$ cat config.mk
export PLATFORM = sky130hd
export DESIGN_NAME = bus8_autoclear_tmo_flat
export DESIGN_NICKNAME = d
export VERILOG_FILES = /design/src/rtl/bus8_autoclear_pkg.sv /design/src/rtl/bus8_autoclear_tmo_if.sv /design/src/rtl/autoclear_tmo_channel.sv /design/src/rtl/bus8_autoclear_tmo.sv /design/src/flat_wrapper.sv
export SDC_FILE = /design/constraint.sdc
export NUM_CORES = 1
export LEC_CHECK = 0
export CAP_MARGIN = 10
export CORE_ASPECT_RATIO = 1.2
export CORE_MARGIN = 2
export CORE_UTILIZATION = 53
export CTS_CLUSTER_DIAMETER = 40
export DETAILED_ROUTE_END_ITERATION = 16
export PLACE_DENSITY = 0.77
export SETUP_SLACK_MARGIN = 0.3
export SYNTH_ARGS = -nofsm -noshare
export SYNTH_HDL_FRONTEND = slang
export SYNTH_HIERARCHICAL = 1
export SYNTH_SLANG_ARGS = --single-unit
$ cat constraint.sdc
create_clock -name i_Bus_Clk -period 5.24 [get_ports i_Bus_Clk]
set_input_delay 1.048 -clock i_Bus_Clk [delete_from_list [all_inputs] [get_ports i_Bus_Clk]]
set_output_delay 1.048 -clock i_Bus_Clk [all_outputs]
set_load 0.02 [all_outputs]
$ cat src/rtl/bus8_autoclear_pkg.sv
// Shared definitions for the bus8_autoclear_tmo block: register offsets and
// the per-channel FSM state encoding.
package bus8_autoclear_pkg;

   localparam logic [3:0] REG_START     = 4'h0;
   localparam logic [3:0] REG_STATE     = 4'h1;
   localparam logic [3:0] REG_STOP      = 4'h2;
   localparam logic [3:0] REG_HIST      = 4'h3;
   localparam logic [3:0] REG_HIST_CLR  = 4'h4;
   localparam logic [3:0] REG_FLAGS     = 4'h5;
   localparam logic [3:0] REG_FLAG_CLR  = 4'h6;
   localparam logic [3:0] REG_TMO       = 4'h7;
   localparam logic [3:0] REG_MASK      = 4'h8;

   localparam int TMO_W = 8;

   typedef enum logic {
      ST_IDLE = 1'b0,
      ST_BUSY = 1'b1
   } ac_state_e;

endpackage

$ cat src/rtl/bus8_autoclear_tmo_if.sv
// 8-bit register bus between software and the autoclear block.
interface bus8_autoclear_tmo_if;

   logic       i_Bus_CS;
   logic       i_Bus_Wr_Rd_n;
   logic [3:0] i_Bus_Addr8;
   logic [7:0] i_Bus_Wr_Data;
   logic [7:0] o_Bus_Rd_Data;
   logic       o_Bus_Rd_DV;

   modport master (
      output i_Bus_CS, i_Bus_Wr_Rd_n, i_Bus_Addr8, i_Bus_Wr_Data,
      input  o_Bus_Rd_Data, o_Bus_Rd_DV
   );

   modport slave (
      input  i_Bus_CS, i_Bus_Wr_Rd_n, i_Bus_Addr8, i_Bus_Wr_Data,
      output o_Bus_Rd_Data, o_Bus_Rd_DV
   );

endinterface

$ cat src/rtl/autoclear_tmo_channel.sv
// One autoclear channel: IDLE/BUSY FSM with watchdog counter, history bit,
// sticky timeout flag and rising-edge done detection.
module autoclear_tmo_channel
   import bus8_autoclear_pkg::*;
(
   input  logic             i_Bus_Clk,
   input  logic             i_Bus_Rst_L,
   input  logic             start,
   input  logic             stop,
   input  logic             hist_clr,
   input  logic             flag_clr,
   input  logic             tick,
   input  logic [TMO_W-1:0] tmo_val,
   input  logic             done,
   output logic             busy,
   output logic             hist,
   output logic             flag
);

   ac_state_e        state, state_nxt;
   logic [TMO_W-1:0] cnt, cnt_nxt;
   logic [TMO_W:0]   cnt_inc;
   logic             done_q;
   logic             done_evt;
   logic             expire;
   logic             flag_set;

   assign done_evt = done & ~done_q;
   assign cnt_inc  = {1'b0, cnt} + 1'b1;

   // Expire on the tick that brings the count up to the timeout value, so a
   // value already at or below the count can never match for this event.
   assign expire = (state == ST_BUSY) && tick && (tmo_val != '0) &&
                   (cnt_inc == {1'b0, tmo_val});

   // NOTE: every variable gets a default before the branches, so no path
   // leaves one unassigned and no latch is inferred.
   always_comb begin
      state_nxt = state;
      cnt_nxt   = cnt;
      flag_set  = 1'b0;
      if (start) begin
         state_nxt = ST_BUSY;
         cnt_nxt   = '0;
      end else if (state == ST_BUSY) begin
         if (stop || done_evt) begin
            state_nxt = ST_IDLE;
         end else if (expire) begin
            state_nxt = ST_IDLE;
            flag_set  = 1'b1;
         end else if (tick && (cnt != '1)) begin
            cnt_nxt = cnt_inc[TMO_W-1:0];
         end
      end
   end

   // NOTE: state uses non-blocking assignments so every flop in the design
   // updates from the same pre-edge values.
   always_ff @(posedge i_Bus_Clk) begin
      if (!i_Bus_Rst_L) begin
         state  <= ST_IDLE;
         cnt    <= '0;
         done_q <= 1'b0;
         hist   <= 1'b0;
         flag   <= 1'b0;
      end else begin
         state  <= state_nxt;
         cnt    <= cnt_nxt;
         done_q <= done;
         hist   <= start | (hist & ~hist_clr);
         flag   <= flag_set | (flag & ~flag_clr);
      end
   end

   assign busy = (state == ST_BUSY);

endmodule

$ cat src/rtl/bus8_autoclear_tmo.sv
// Autoclear register block: bus decode, read mux, timeout prescaler,
// interrupt mask and one watchdog channel per implemented bit.
module bus8_autoclear_tmo
   import bus8_autoclear_pkg::*;
#(
   parameter int               AC_BITS_USED = 2,
   parameter int               PRESCALE_DIV = 1000,
   parameter logic [TMO_W-1:0] TMO_DEFAULT  = 8'd100
)(
   input  logic                    i_Bus_Clk,
   input  logic                    i_Bus_Rst_L,
   bus8_autoclear_tmo_if.slave     bus,
   output logic [AC_BITS_USED-1:0] o_AC_Start,
   input  logic [AC_BITS_USED-1:0] i_AC_Done,
   output logic                    o_Irq
);

   localparam int              PS_W    = (PRESCALE_DIV > 2) ? $clog2(PRESCALE_DIV) : 1;
   localparam logic [PS_W-1:0] PS_LAST = PS_W'(PRESCALE_DIV - 1);

   typedef logic [AC_BITS_USED-1:0] ch_vec_t;

   logic             wr_en;
   logic             rd_en;
   ch_vec_t          wr_bits;
   ch_vec_t          start_p, stop_p, hclr_p, fclr_p;
   ch_vec_t          busy_v, hist_v, flag_v;
   ch_vec_t          mask_q;
   logic [TMO_W-1:0] tmo_q;
   logic [PS_W-1:0]  presc;
   logic             tick;
   logic [7:0]       rd_mux;
   logic [7:0]       rd_data_q;
   logic             rd_dv_q;
   logic             irq_q;

   function automatic logic [7:0] zext(input ch_vec_t v);
      logic [7:0] r;
      r = '0;
      r[AC_BITS_USED-1:0] = v;
      return r;
   endfunction

   assign wr_en   = bus.i_Bus_CS &  bus.i_Bus_Wr_Rd_n;
   assign rd_en   = bus.i_Bus_CS & ~bus.i_Bus_Wr_Rd_n;
   assign wr_bits = bus.i_Bus_Wr_Data[AC_BITS_USED-1:0];

   // Write-1 pulse decode; read-only and unmapped offsets fall through.
   always_comb begin
      start_p = '0;
      stop_p  = '0;
      hclr_p  = '0;
      fclr_p  = '0;
      if (wr_en) begin
         case (bus.i_Bus_Addr8)
            REG_START:    start_p = wr_bits;
            REG_STOP:     stop_p  = wr_bits;
            REG_HIST_CLR: hclr_p  = wr_bits;
            REG_FLAG_CLR: fclr_p  = wr_bits;
            default:      ;
         endcase
      end
   end

   always_comb begin
      rd_mux = '0;
      case (bus.i_Bus_Addr8)
         REG_STATE: rd_mux = zext(busy_v);
         REG_HIST:  rd_mux = zext(hist_v);
         REG_FLAGS: rd_mux = zext(flag_v);
         REG_TMO:   rd_mux = tmo_q;
         REG_MASK:  rd_mux = zext(mask_q);
         default:   rd_mux = '0;
      endcase
   end

   assign tick = (presc == PS_LAST);

   always_ff @(posedge i_Bus_Clk) begin
      if (!i_Bus_Rst_L) begin
         presc     <= '0;
         tmo_q     <= TMO_DEFAULT;
         mask_q    <= '0;
         rd_data_q <= '0;
         rd_dv_q   <= 1'b0;
         irq_q     <= 1'b0;
      end else begin
         presc <= tick ? '0 : presc + PS_W'(1);
         if (wr_en && (bus.i_Bus_Addr8 == REG_TMO))  tmo_q  <= bus.i_Bus_Wr_Data;
         if (wr_en && (bus.i_Bus_Addr8 == REG_MASK)) mask_q <= wr_bits;
         rd_dv_q   <= rd_en;
         rd_data_q <= rd_en ? rd_mux : '0;
         irq_q     <= |(flag_v & mask_q);
      end
   end

   for (genvar g = 0; g < AC_BITS_USED; g++) begin : g_ch
      autoclear_tmo_channel u_ch (
         .i_Bus_Clk   (i_Bus_Clk),
         .i_Bus_Rst_L (i_Bus_Rst_L),
         .start       (start_p[g]),
         .stop        (stop_p[g]),
         .hist_clr    (hclr_p[g]),
         .flag_clr    (fclr_p[g]),
         .tick        (tick),
         .tmo_val     (tmo_q),
         .done        (i_AC_Done[g]),
         .busy        (busy_v[g]),
         .hist        (hist_v[g]),
         .flag        (flag_v[g])
      );
   end

   assign o_AC_Start        = busy_v;
   assign o_Irq             = irq_q;
   assign bus.o_Bus_Rd_Data = rd_data_q;
   assign bus.o_Bus_Rd_DV   = rd_dv_q;

endmodule

$ cat src/flat_wrapper.sv
// flat-port wrapper written by rule: the top's interface ports become plain ports
module bus8_autoclear_tmo_flat import bus8_autoclear_pkg::*;
#(
   parameter int               AC_BITS_USED = 2,
   parameter int               PRESCALE_DIV = 1000,
   parameter logic [TMO_W-1:0] TMO_DEFAULT  = 8'd100
)
  (i_Bus_Clk, i_Bus_Rst_L, o_AC_Start, i_AC_Done, o_Irq, bus_i_Bus_CS, bus_i_Bus_Wr_Rd_n, bus_i_Bus_Addr8, bus_i_Bus_Wr_Data, bus_o_Bus_Rd_Data, bus_o_Bus_Rd_DV);
  bus8_autoclear_tmo_if bus_i ();
  input  logic i_Bus_Clk;
  input  logic i_Bus_Rst_L;
  output logic [AC_BITS_USED-1:0] o_AC_Start;
  input  logic [AC_BITS_USED-1:0] i_AC_Done;
  output logic o_Irq;
  input wire logic [$bits(bus_i.i_Bus_CS)-1:0] bus_i_Bus_CS;
  input wire logic [$bits(bus_i.i_Bus_Wr_Rd_n)-1:0] bus_i_Bus_Wr_Rd_n;
  input wire logic [$bits(bus_i.i_Bus_Addr8)-1:0] bus_i_Bus_Addr8;
  input wire logic [$bits(bus_i.i_Bus_Wr_Data)-1:0] bus_i_Bus_Wr_Data;
  output wire logic [$bits(bus_i.o_Bus_Rd_Data)-1:0] bus_o_Bus_Rd_Data;
  output wire logic [$bits(bus_i.o_Bus_Rd_DV)-1:0] bus_o_Bus_Rd_DV;
  assign bus_i.i_Bus_CS = bus_i_Bus_CS;
  assign bus_i.i_Bus_Wr_Rd_n = bus_i_Bus_Wr_Rd_n;
  assign bus_i.i_Bus_Addr8 = bus_i_Bus_Addr8;
  assign bus_i.i_Bus_Wr_Data = bus_i_Bus_Wr_Data;
  assign bus_o_Bus_Rd_Data = bus_i.o_Bus_Rd_Data;
  assign bus_o_Bus_Rd_DV = bus_i.o_Bus_Rd_DV;
  bus8_autoclear_tmo #(.AC_BITS_USED(AC_BITS_USED), .PRESCALE_DIV(PRESCALE_DIV), .TMO_DEFAULT(TMO_DEFAULT)) u_core (.i_Bus_Clk(i_Bus_Clk), .i_Bus_Rst_L(i_Bus_Rst_L), .bus(bus_i), .o_AC_Start(o_AC_Start), .i_AC_Done(i_AC_Done), .o_Irq(o_Irq));
endmodule
## Yosys cells after proc, flatten, opt, wreduce, memory -nomap -nowiden

Index checks and enable logic that the tools add are counted.

| word-level totals | value |
|---|---|
| bits in registers | 54 |
| latch bits | 0 |
| memory bits (writable) | 0 |
| input bits | 18 |
| memories | 0 |
| ROM bits | 0 |
| logic and storage cells | 103 |
| output and inout bits | 12 |

| operators by class | value |
|---|---|
| order comparisons | 0 |
| $mul | 0 |
| mux-type cells | 25 |
| div/mod/pow operators | 0 |
| shifts and indexed selects | 0 |
| eq/ne operators | 13 |
| reduce and logical (&&, ||, !) cells | 21 |
| bitwise gates (word level) | 25 |
| $add $sub $neg | 3 |

Operator list:

| cell | count |
|---|---|
| $pmux 8 s5 | 1 |
| $add 8x1->9 const B | 2 |
| $eq 9x8->1 | 2 |
| $eq 4x3->1 const B | 4 |
| $mux 1 | 16 |
| $mux 2 | 8 |
| $ne 8x8->1 const B | 2 |
| $not 1->1 | 12 |
| $add 10x1->10 const B | 1 |
| $eq 10x10->1 const B | 1 |
| $logic_and 1x1->1 | 10 |
| $and 1x1->1 | 8 |
| $eq 4x2->1 const B | 2 |
| $reduce_and 4->1 | 2 |
| $reduce_bool 8->1 | 1 |
| $reduce_or 2->1 | 4 |
| $eq 4x1->1 const B | 1 |
| $eq 4x4->1 const B | 1 |
| $logic_not 4->1 | 1 |
| $or 1x1->1 | 4 |
| $and 2x2->2 | 1 |
| $logic_or 1x1->1 | 2 |
| $reduce_and 2->1 | 1 |

## Depth between registers and ports, before layout

Gate-level depths: netlist of run 1.

| logic depth | value |
|---|---|
| word-level depth | 9 |
| mapped depth | 11 |
| gate-level depth less buffers | 10 |

## Hierarchy

The synthesis of run 1 kept the hierarchy.

Modules (own cells, without submodules):

| module | cells an instance | instances | area each (µm²) | seq. area each (µm²) |
|---|---|---|---|---|
| autoclear_tmo_channel | 99 | 2 | 799.5 | 240.2 |
| bus8_autoclear_tmo | 145 | 1 | 1328.8 | 600.6 |

## Worst setup path after synthesis of run 1

OpenSTA, ideal clock, no wires.

| path | value |
|---|---|
| kind | input -> register |
| start | in bus_i_Bus_Addr8[1] |
| end | reg u_core.g_ch[1].u_ch.cnt[2] |
| arrival | 2337 ps |
| stages | 8 |
| library setup time | 60 ps |
| data required time | 5180 ps |
| setup slack | 2843 ps |
| cell sequence | buf_4 > nand3b_1 > nor2_1 > a21oi_1 > and2_1 > o21ai_2 > or4_2 > nand2_1 |

| between the ends | value |
|---|---|
| cells in the longest elaborated chain, start to end | 6 |
| elaborated cells on any way between the ends | 10 |

RTL lines:

| what | RTL line | text |
|---|---|---|
| from (decl) | flat_wrapper.sv:17 | `input wire logic [$bits(bus_i.i_Bus_Addr8)-1:0] bus_i_Bus_Addr8;` |
| $eq 4x2->1 | bus8_autoclear_tmo.sv:55 | `case (bus.i_Bus_Addr8)` |
| $mux 2 | bus8_autoclear_tmo.sv:55 |  |
| $mux 2 | bus8_autoclear_tmo.sv:54 | `if (wr_en) begin` |
| via u_core.stop_p[1] | bus8_autoclear_tmo.sv:26 | `ch_vec_t start_p, stop_p, hclr_p, fclr_p;` |
| $logic_or 1x1->1 | autoclear_tmo_channel.sv:46 | `if (stop \|\| done_evt) begin` |
| $not 1->1 (no line) | n/a |  |
| $reduce_and 4->1 (no line) | n/a |  |
| to (signal assigned) | autoclear_tmo_channel.sv:68 | `cnt <= cnt_nxt;` |
| to (decl) | autoclear_tmo_channel.sv:21 | `logic [TMO_W-1:0] cnt, cnt_nxt;` |

The timed path passes the listed nets, and every way through them passes these cells.
A chain may end at the register's enable or synchronous reset.

## Worst setup path in the final report of run 1

| path | value |
|---|---|
| start | in bus_i_Bus_Addr8[0] |
| end | reg u_core.g_ch[1].u_ch.cnt[2] |

Same word-level chain as after synthesis.

==> results of run 1 <==
-- sequential cells by signal, summed over array words and instances (netlist names), 2 cells and up --
register,count
u_core/bus.o_Bus_Rd_Data,8
u_core/g_ch.u_ch/busy,2
u_core/g_ch.u_ch/cnt,16
u_core/g_ch.u_ch/done_q,2
u_core/g_ch.u_ch/flag,2
u_core/g_ch.u_ch/hist,2
u_core/mask_q,2
u_core/presc,10
u_core/tmo_q,8
-- cell type report --
type,instances,area share [%]
inverter,8,0.897
clock inverter,3,1.20
tap,62,2.32
timing repair buffer,30,8.89
multi-input combinational,273,52.4
clock buffer,5,2.06
sequential,54,32.3
-- layer usage --
layer / up-vias / track usage (%)
li1: 1282 / -
met2: 48 / 33.4
met4: 0 / 5.15
met5: - / 0
met3: 4 / 3.33
met1: 1148 / 26.2
-- final timing paths --
| path | from | end | cells past startpoint |
|---|---|---|---|
| setup / recovery | bus_i_Bus_Addr8[0] | u_core/g_ch[1].u_ch/cnt[2]$_SDFFE_PP0P_ | 8 |
| hold / removal | u_core/presc[0]$_SDFF_PP0_ | u_core/presc[0]$_SDFF_PP0_ | 1 |
| setup reg to reg | u_core/presc[0]$_SDFF_PP0_ | u_core/g_ch[1].u_ch/cnt[2]$_SDFFE_PP0P_ | 10 |
| hold reg to reg | u_core/presc[0]$_SDFF_PP0_ | u_core/presc[0]$_SDFF_PP0_ | 1 |
-- worst register-to-register path, delay by kind of cell (launching register included) --
family	cells	cell delay (ns)
AOI/OAI and AO/OA	2	0.33
adders and majority gates	1	0.21
DFF	1	0.36
and+or+nand+nor	7	1.80
-- cells by family after synthesis --
family,after synthesis,share of synthesized area (%)
adders and majority gates,3,1.28
muxes,11,3.80
DFF,54,36.9
AOI/OAI and AO/OA,64,14.8
xor gates and xnor gates,25,7.48
and+or+nand+nor,170,32.5
buffers and inverters,16,3.21
-- metrics by stage --
stage / utilization, % / power (uW) / instance area, um2 / instances
floorplan: - / 454 / 2930 / 343
global placement: 61.1 / 475 / 3240 / 427
detailed placement: 61.1 / 476 / 3240 / 427
CTS: 63.2 / 748 / 3350 / 435
global route: 63.2 / 770 / 3350 / 435
finish: 63.2 / 740 / 3350 / 435
-- power by group through the flow --
| stage | logic, uW | registers, uW | clock network [uW] |
|---|---|---|---|
| CTS | 46.6 | 420 | 281 |
| floorplan | 24.5 | 429 | 0 |
| global route | 51.6 | 421 | 297 |
| global placement | 45.6 | 430 | 0 |
| finish | 46.4 | 420 | 274 |
| detailed placement | 46.2 | 430 | 0 |
-- layout by cell type (no fill, tap or decap), types with 9 or more instances in the layout --
master	instances
a21oi_1	14
and2_1	13
clkdlybuf4s50_1	29
dfxtp_1	54
mux2i_1	10
nand2_1	29
nand3_1	20
nor2_1	39
nor2b_1	14
o211ai_1	9
o21ai_0	11
xnor2_1	9
xor2_1	16
==> impl_metrics.ini, run 1 <==
[drt]
via_per_inst = 5.71
drc = 0
drtAntennaViolNets = 0
routedWlPerCell_um = 13.5
drt_iter0_markers = 118
met1_length_mm = 2.83
wl_met3_um = 189
dr.max_layer_used = met4
vias = 2482
drt_wl_total_mm = 5.87
wl_met2_mm = 2.81
dr.pass1.iters = 4

[yosys]
synth_enable_flop_cells = 0
yosysSeqAreaShare_pct = 36.9
async_flop_share_pct = 0
synth_cells = 343
yosys.area.top_type_share_pct = 36.9
synthTopCellsByArea = dfxtp_1, nor2_1, xor2_1
netlist_area_um2 = 2930
yosysMostFrequentCell = dfxtp_1
synth_nets = 364
yosys.cell_types.count = 49
ys.warnings.count = 6
synthTopCellsByCount = dfxtp_1, nor2_1, nand2_1
ys_seq_elements = 54
synth_area_leader_cell = dfxtp_1
avgSynthCellArea_um2 = 8.54
synth_top_flop_cell = dfxtp_1

[timing]
post-route-period-util_pct = 55.5
setup_viol = 0
max_slew.worst_pin.slew_ns = 0.505
fin_crit_ns = 2.91
setup_slack_ns = 2.33
fmax_mhz = 344
hold_viol_final = 0
final_max_slew_viol_count = 0
slew_headroom_pct = 66.3
fin_hold_ws_ns = 0.454
rsz0062_at_grt = no
setup_tns_ns = 0
fin_worst_skew_ns = 0.0113

[pwr]
p_sw_uw = 161
comb_power_share_pct = 6.3
p_sw_share_pct = 21.7
power_frac_seq_pct = 56.8
p_int_uw = 580
irDropWorstVdd_v = 0.000174
p_per_area_nw_per_um2 = 221
leakage_uw = 0.00115
p_clk_share_pct = 37.0

[setup_path]
crit_family = simple AND/OR/NAND/NOR gates
cp_cell_sequence = clkdlybuf4s50_1 > nand3b_1 > nor2_1 > a21oi_1 > and2_1 > o21ai_2 > or4_2 > nand2_1
arrival_ns = 3.16
cp_data_required_time_ns = 5.49
cp-end-kind = flop
startpoint_type = primary input
critical_path_class = in2reg
cp.buffers_inverters = 1
cp_slowest_cell = clkdlybuf4s50_1
max_stage_delay_ns = 0.66
cp_max_fo = 11
rrSetupSlack_ns = 2.50

[clock_network]
clk_latency_ns = 0.30
cts_tree = built
cts_buffers = 5
postCtsSetupBuffers = 0
cts_hold_buf = 0
path_clk_slew_ns = 0.09
cts_root_buf = clkbuf_8
clock_sinks = 54
cts_resized = 0
h-tree-depth = 2
clk_path_buf_depth = 2

[global_routing]
grt_max_degree = 31
grt_pass1_wl_mm = 9.99
track_usage_pct = 19.8
antenna_found_initial = 0
first_global_vias = 2230
grt-ovfl-total = 0

[die]
io_pins = 30
fp.dieH_um = 85.4
die_area_um2 = 6140
std_cell_rows = 29
core_um2 = 5300
die_w_um = 71.9
initial_core_util_pct = 55.3

[placement]
place_ws_ns = 2.04
gp_congestion = 0.918
hpwl_mm = 4.33
io_buffer_count = 29

[run]
cap_violations = 0

[hold_path]
min_path_type = reg2reg

[finish]
area_delta_synth_final_pct = 14.4
fill_cells = 461
nets = 393
regArea_um2 = 1080
num_antenna_cells = 0
drive_gt1_share_pct = 7.77
multi_input_area_um2 = 1750

[run_status]
status = finished clean
Power figures use the tool's default switching activity.
==> inputs of run 2 (changes only) <==
--- a/config.mk
+++ b/config.mk
@@ -8,10 +8,10 @@
 export CAP_MARGIN = 10
 export CORE_ASPECT_RATIO = 1.2
 export CORE_MARGIN = 2
-export CORE_UTILIZATION = 53
+export CORE_UTILIZATION = 51
 export CTS_CLUSTER_DIAMETER = 40
 export DETAILED_ROUTE_END_ITERATION = 16
-export PLACE_DENSITY = 0.77
+export PLACE_DENSITY = 0.78
 export SETUP_SLACK_MARGIN = 0.3
 export SYNTH_ARGS = -nofsm -noshare
 export SYNTH_HDL_FRONTEND = slang
==> constraint.sdc (replaced) <==
create_clock -name i_Bus_Clk -period 2.3 [get_ports i_Bus_Clk]
set_input_delay 0.46 -clock i_Bus_Clk [delete_from_list [all_inputs] [get_ports i_Bus_Clk]]
set_output_delay 0.46 -clock i_Bus_Clk [all_outputs]
set_load 0.02 [all_outputs]
==> run 2 against run 1 <==
  * Clock power is 130% higher
  * Sequential power is 130% higher
  * Design area is 20% higher
  * Cell count is 11% higher
  * Register-to-register slack worse by 2.5 ns
  * Sequential share of layout area is 4.5 points lower
  * Power is 130% higher
  * Worst hold slack worse by 0.0069 ns
  * Non-clock buffer count is 47 higher
  * Clock skew is 0.0076 ns lower
  * Critical path type is now reg2reg
==> impl_metrics.ini, run 2 (synthesis gave the netlist of run 1 again) <==
[timing]
final_max_slew_viol_count = 0
hold_viol_final = 0
fmax_mhz = 440
rsz0062_at_grt = yes
fin_crit_ns = 2.27
setup_tns_ns = 0
fin_worst_skew_ns = 0.00370
post-route-period-util_pct = 98.8
slew_headroom_pct = 65.7
fin_hold_ws_ns = 0.447
max_slew.worst_pin.slew_ns = 0.513
setup_viol = 0

[pwr]
p_per_area_nw_per_um2 = 429
irDropWorstVdd_v = 0.000503
leakage_uw = 0.00142

[run]
cap_violations = 0

[finish]
nets = 440
reg.largest.list = u_core/g_ch.u_ch/cnt (16), u_core/presc (10)
final_cell_mix = dfxtp_1, buf_4, nor2_1
regMostFlops = u_core/g_ch.u_ch/cnt
post-route-cell-area_um2 = 4020
fill_cells = 401
largest_reg_flops = 16
final_cells = 484
area_delta_synth_final_pct = 37.2
drive_gt1_share_pct = 29.8
num_antenna_cells = 0
post-route-util_pct = 71.8
final_common_cell = dfxtp_1

[clock_network]
cts_buffers = 5
clk_latency_ns = 0.31
clock_sinks = 54
cts_tree = built
cts_hold_buf = 0
path_clk_slew_ns = 0.10
h-tree-depth = 2
clk_path_buf_depth = 2
cts_root_buf = clkbuf_8

[setup_path]
cp_cell_sequence = ha_4 > nand2_2 > or4_4 > nor2_4 > nand2_2 > a31oi_4 > and2_4 > buf_4 > o211ai_1 > xor2_1 > nor2_1
cp_data_required_time_ns = 2.53
crit_family = simple AND/OR/NAND/NOR gates
cp.depth = 11
cp_slowest_cell = or4_4
cp-end-kind = flop
arrival_ns = 2.50
path_common_cell = nand2_2
critical_path_class = reg2reg
cp.buffers_inverters = 1
worst_r2r_path_depth = 11
cp_max_fo = 3
max_stage_delay_ns = 0.44
startpoint_type = flop

[placement]
gp_congestion = 0.913
hpwl_mm = 4.99
placed_cell_area_um2 = 3490
dp_cells = 455
io_buffer_count = 29

[die]
die_area_um2 = 6370
io_pins = 30
fp.dieH_um = 87
core_um2 = 5590
die_w_um = 73.2
std_cell_rows = 30
initial_core_util_pct = 52.3

[global_routing]
grt-ovfl-total = 0
antenna_found_initial = 0
grt_max_degree = 18
track_usage_pct = 24.0
first_global_vias = 2766
grt_pass1_wl_mm = 12.1

[drt]
vias = 2878
via_per_inst = 5.95
drtAntennaViolNets = 0
drc = 0
dr.pass1.iters = 10
drt_iter0_markers = 261
drt_wl_total_mm = 7.85
routedWlPerCell_um = 16.2

[hold_path]
whs_path_depth = 1
min_path_type = reg2reg

[run_status]
status = finished clean
==> run 2: path summary, 6_finish.rpt <==
kind                              start                                       to  slack [ns]
max reg2reg  u_core/presc[0]$_SDFF_PP0_  u_core/g_ch[0].u_ch/cnt[6]$_SDFFE_PP0P_        0.03
min reg2reg  u_core/presc[0]$_SDFF_PP0_               u_core/presc[0]$_SDFF_PP0_        0.45
min          u_core/presc[0]$_SDFF_PP0_               u_core/presc[0]$_SDFF_PP0_        0.45
max          u_core/presc[0]$_SDFF_PP0_  u_core/g_ch[0].u_ch/cnt[6]$_SDFFE_PP0P_        0.03
==> run 2: repair_timing <==
| item | 4_1_cts | 5_1_grt |
|---|---|---|
| hold endpoints to repair | 0 | 0 |
| buffers inserted | 17 | 4 |
| pin swaps | 19 | 22 |
| setup endpoints to repair | 20 | 20 |
| resized for setup | 38 | 32 |
| gates cloned | 0 | 0 |
==> run 2: through the flow <==
stage	worst slack [ns]	total power, uW
2_1_floorplan	0.129	1040
3_3_place_gp	0.00742	1100
3_5_place_dp	-0.0558	1100
4_1_cts	0.0943	1730
5_1_grt	-0.0423	1790
6_report	0.0276	1720
==> run 2: power breakdown <==
| group | leakage [uW] | switching (uW) | internal, uW |
|---|---|---|---|
| registers | 0.000445 | 12.4 | 939 |
| clock network | 0.0000504 | 318 | 324 |
| logic | 0.000926 | 62.2 | 66.6 |
| total | 0.00142 | 393 | 1330 |
==> run 2: layout make-up <==
cell class                 count  area, um2  share of cell area, %
clock buffer                   5       68.8                   1.71
clock inverter                 3       45.0                   1.12
inverter                       8       30.0                  0.747
multi-input combinational    273       1990                   49.5
sequential                    54       1120                   27.8
tap                           64       80.1                   1.99
timing repair buffer          77        688                   17.1
==> run 2: layer usage <==
layer	global-route usage, %	vias up	share of wire [%]
met5	0	-	0
met4	8.08	0	2.6
met3	4.28	18	4.1
met2	43.2	83	53
met1	28.2	1404	40
li1	-	1373	-
==> inputs of run 3 (changes only) <==
--- a/config.mk
+++ b/config.mk
@@ -11,7 +11,7 @@
 export CORE_UTILIZATION = 51
 export CTS_CLUSTER_DIAMETER = 40
 export DETAILED_ROUTE_END_ITERATION = 16
-export PLACE_DENSITY = 0.78
+export PLACE_DENSITY = 0.74
 export SETUP_SLACK_MARGIN = 0.3
 export SYNTH_ARGS = -nofsm -noshare
 export SYNTH_HDL_FRONTEND = slang
==> run 3 against run 2 <==
  * Design area fell by 1.0%
  * Setup slack better by 0.032 ns
  * Clock-buffer cell count grew 1
  * Die area unchanged
  * Non-clock buffer count fell by 2
  * Wire length decreased by 4.8%
  * Cell count shrank 0.41%
  * Worst hold slack worse by 0.0047 ns
  * First-iteration DRC count shrank 37%
  * Register-to-register slack improved by 0.03 ns
  * Critical endpoint is now u_core/g_ch[1].u_ch/cnt[2]$_SDFFE_PP0P_
  * Highest routed layer unchanged
==> impl_metrics.ini, run 3 (synthesis gave the netlist of run 1 again) <==
[setup_path]
crit_family = simple AND/OR/NAND/NOR gates
startpoint_type = flop
cp.buffers_inverters = 0
crit_path_start = u_core/presc[1]$_SDFF_PP0_
cp_slowest_cell = or4_4
cp_cell_sequence = ha_4 > nand2_4 > or4_4 > nor2_4 > nand2_2 > a31oi_4 > and2_4 > o21ai_4 > or4_4 > nand2_1
cp-end-kind = flop
cp_max_fo = 8
critical_path_class = reg2reg
max_stage_delay_ns = 0.45
path_common_cell = or4_4
reg2reg_from = u_core/presc[1]$_SDFF_PP0_
rrSetupSlack_ns = 0.06
arrival_ns = 2.49
cp_data_required_time_ns = 2.55

[placement]
io_buffer_count = 29
gp_congestion = 0.870
placed_cell_area_um2 = 3510
place_ws_ns = -0.0172
hpwl_mm = 5.16
dp_cells = 457

[die]
die_w_um = 73.2
io_pins = 30
fp.dieH_um = 87
initial_core_util_pct = 52.3
die_area_um2 = 6370
core_um2 = 5590
std_cell_rows = 30

[drt]
vias = 2766
via_per_inst = 5.74
dr.pass1.iters = 4
drtAntennaViolNets = 0
drt_iter0_markers = 164
routedWlPerCell_um = 15.5
drt_wl_total_mm = 7.47
drc = 0

[finish]
area_delta_synth_final_pct = 35.8
nets = 438
post-route-cell-area_um2 = 3980
final_cells = 482
final_common_cell = dfxtp_1
regMostFlops = u_core/g_ch.u_ch/cnt
num_antenna_cells = 0
largest_reg_flops = 16
final_cell_mix = dfxtp_1, buf_4, nor2_1
fill_cells = 426
reg.largest.list = u_core/g_ch.u_ch/cnt (16), u_core/presc (10)
drive_gt1_share_pct = 27.0
post-route-util_pct = 71.1

[run_status]
status = finished clean

[hold_path]
hp-start = u_core/presc[0]$_SDFF_PP0_
min_path_type = reg2reg

[timing]
final_max_slew_viol_count = 0
slew_headroom_pct = 70.2
post-route-period-util_pct = 97.4
hold_viol_final = 0
max_slew.worst_pin.slew_ns = 0.445
fin_crit_ns = 2.24
fin_worst_skew_ns = 0.0115
setup_slack_ns = 0.0592
fmax_mhz = 446
rsz0062_at_grt = yes
setup_viol = 0

[run]
cap_violations = 0

[global_routing]
grt-ovfl-total = 0
grt_max_degree = 17
track_usage_pct = 23.9
grt_pass1_wl_mm = 11.9
antenna_found_initial = 0
first_global_vias = 2630

[clock_network]
clock_sinks = 54
cts_tree = built
h-tree-depth = 2
clk_latency_ns = 0.31
cts_buffers = 5
path_clk_slew_ns = 0.09
cts_hold_buf = 0
cts_root_buf = clkbuf_8
clk_path_buf_depth = 2

[pwr]
p_per_area_nw_per_um2 = 468
irDropWorstVdd_v = 0.000319
leakage_uw = 0.00142
-- run 3: worst paths after layout --
path	endpoint	cells past startpoint
min reg2reg	u_core/presc[0]$_SDFF_PP0_	1
max	u_core/g_ch[1].u_ch/cnt[2]$_SDFFE_PP0P_	10
min	u_core/presc[0]$_SDFF_PP0_	1
max reg2reg	u_core/g_ch[1].u_ch/cnt[2]$_SDFFE_PP0P_	10
-- run 3: layer usage --
layer  vias up  GRT usage (%)  routed length [um]  part of all wire [%]
met3        24           3.70                 270                   3.6
met5         -              0                   0                     0
li1       1358              -                   -                     -
met1      1316           28.6                3110                    42
met4         0           10.1                 251                   3.4
met2        68           41.7                3830                    51
-- run 3: timing repair --
| action | in CTS | in global routing |
|---|---|---|
| pin swaps | 11 | 10 |
| setup buffers | 10 | 7 |
| gates resized for setup | 26 | 30 |
| setup endpoints to repair | 20 | 20 |
| endpoints found under the hold margin | 0 | 0 |
-- run 3: power breakdown --
part           switching, uW  internal (uW)
Clock                    314            464
Combinational           62.8           70.4
Sequential              12.5            937
Total                    389           1470
-- run 3: stage by stage --
stage          TNS (ns)  hold WS, ns  total power [uW]
2_1_floorplan         0        0.420              1040
3_3_place_gp          0        0.428              1110
3_5_place_dp    -0.0172        0.433              1110
4_1_cts               0        0.447              1890
5_1_grt         -0.0963        0.464              1930
6_report              0        0.442              1860
-- run 3: cell type report --
cell class / instances / area, um2 / share of cell area, %
clock buffers: 6 / 82.6 / 2.08
clock inverters: 2 / 60.1 / 1.51
inverters: 8 / 30.0 / 0.755
multi-input cells: 273 / 1940 / 48.7
flip-flops and latches: 54 / 1120 / 28.2
well taps: 64 / 80.1 / 2.01
repair buffers: 75 / 666 / 16.7
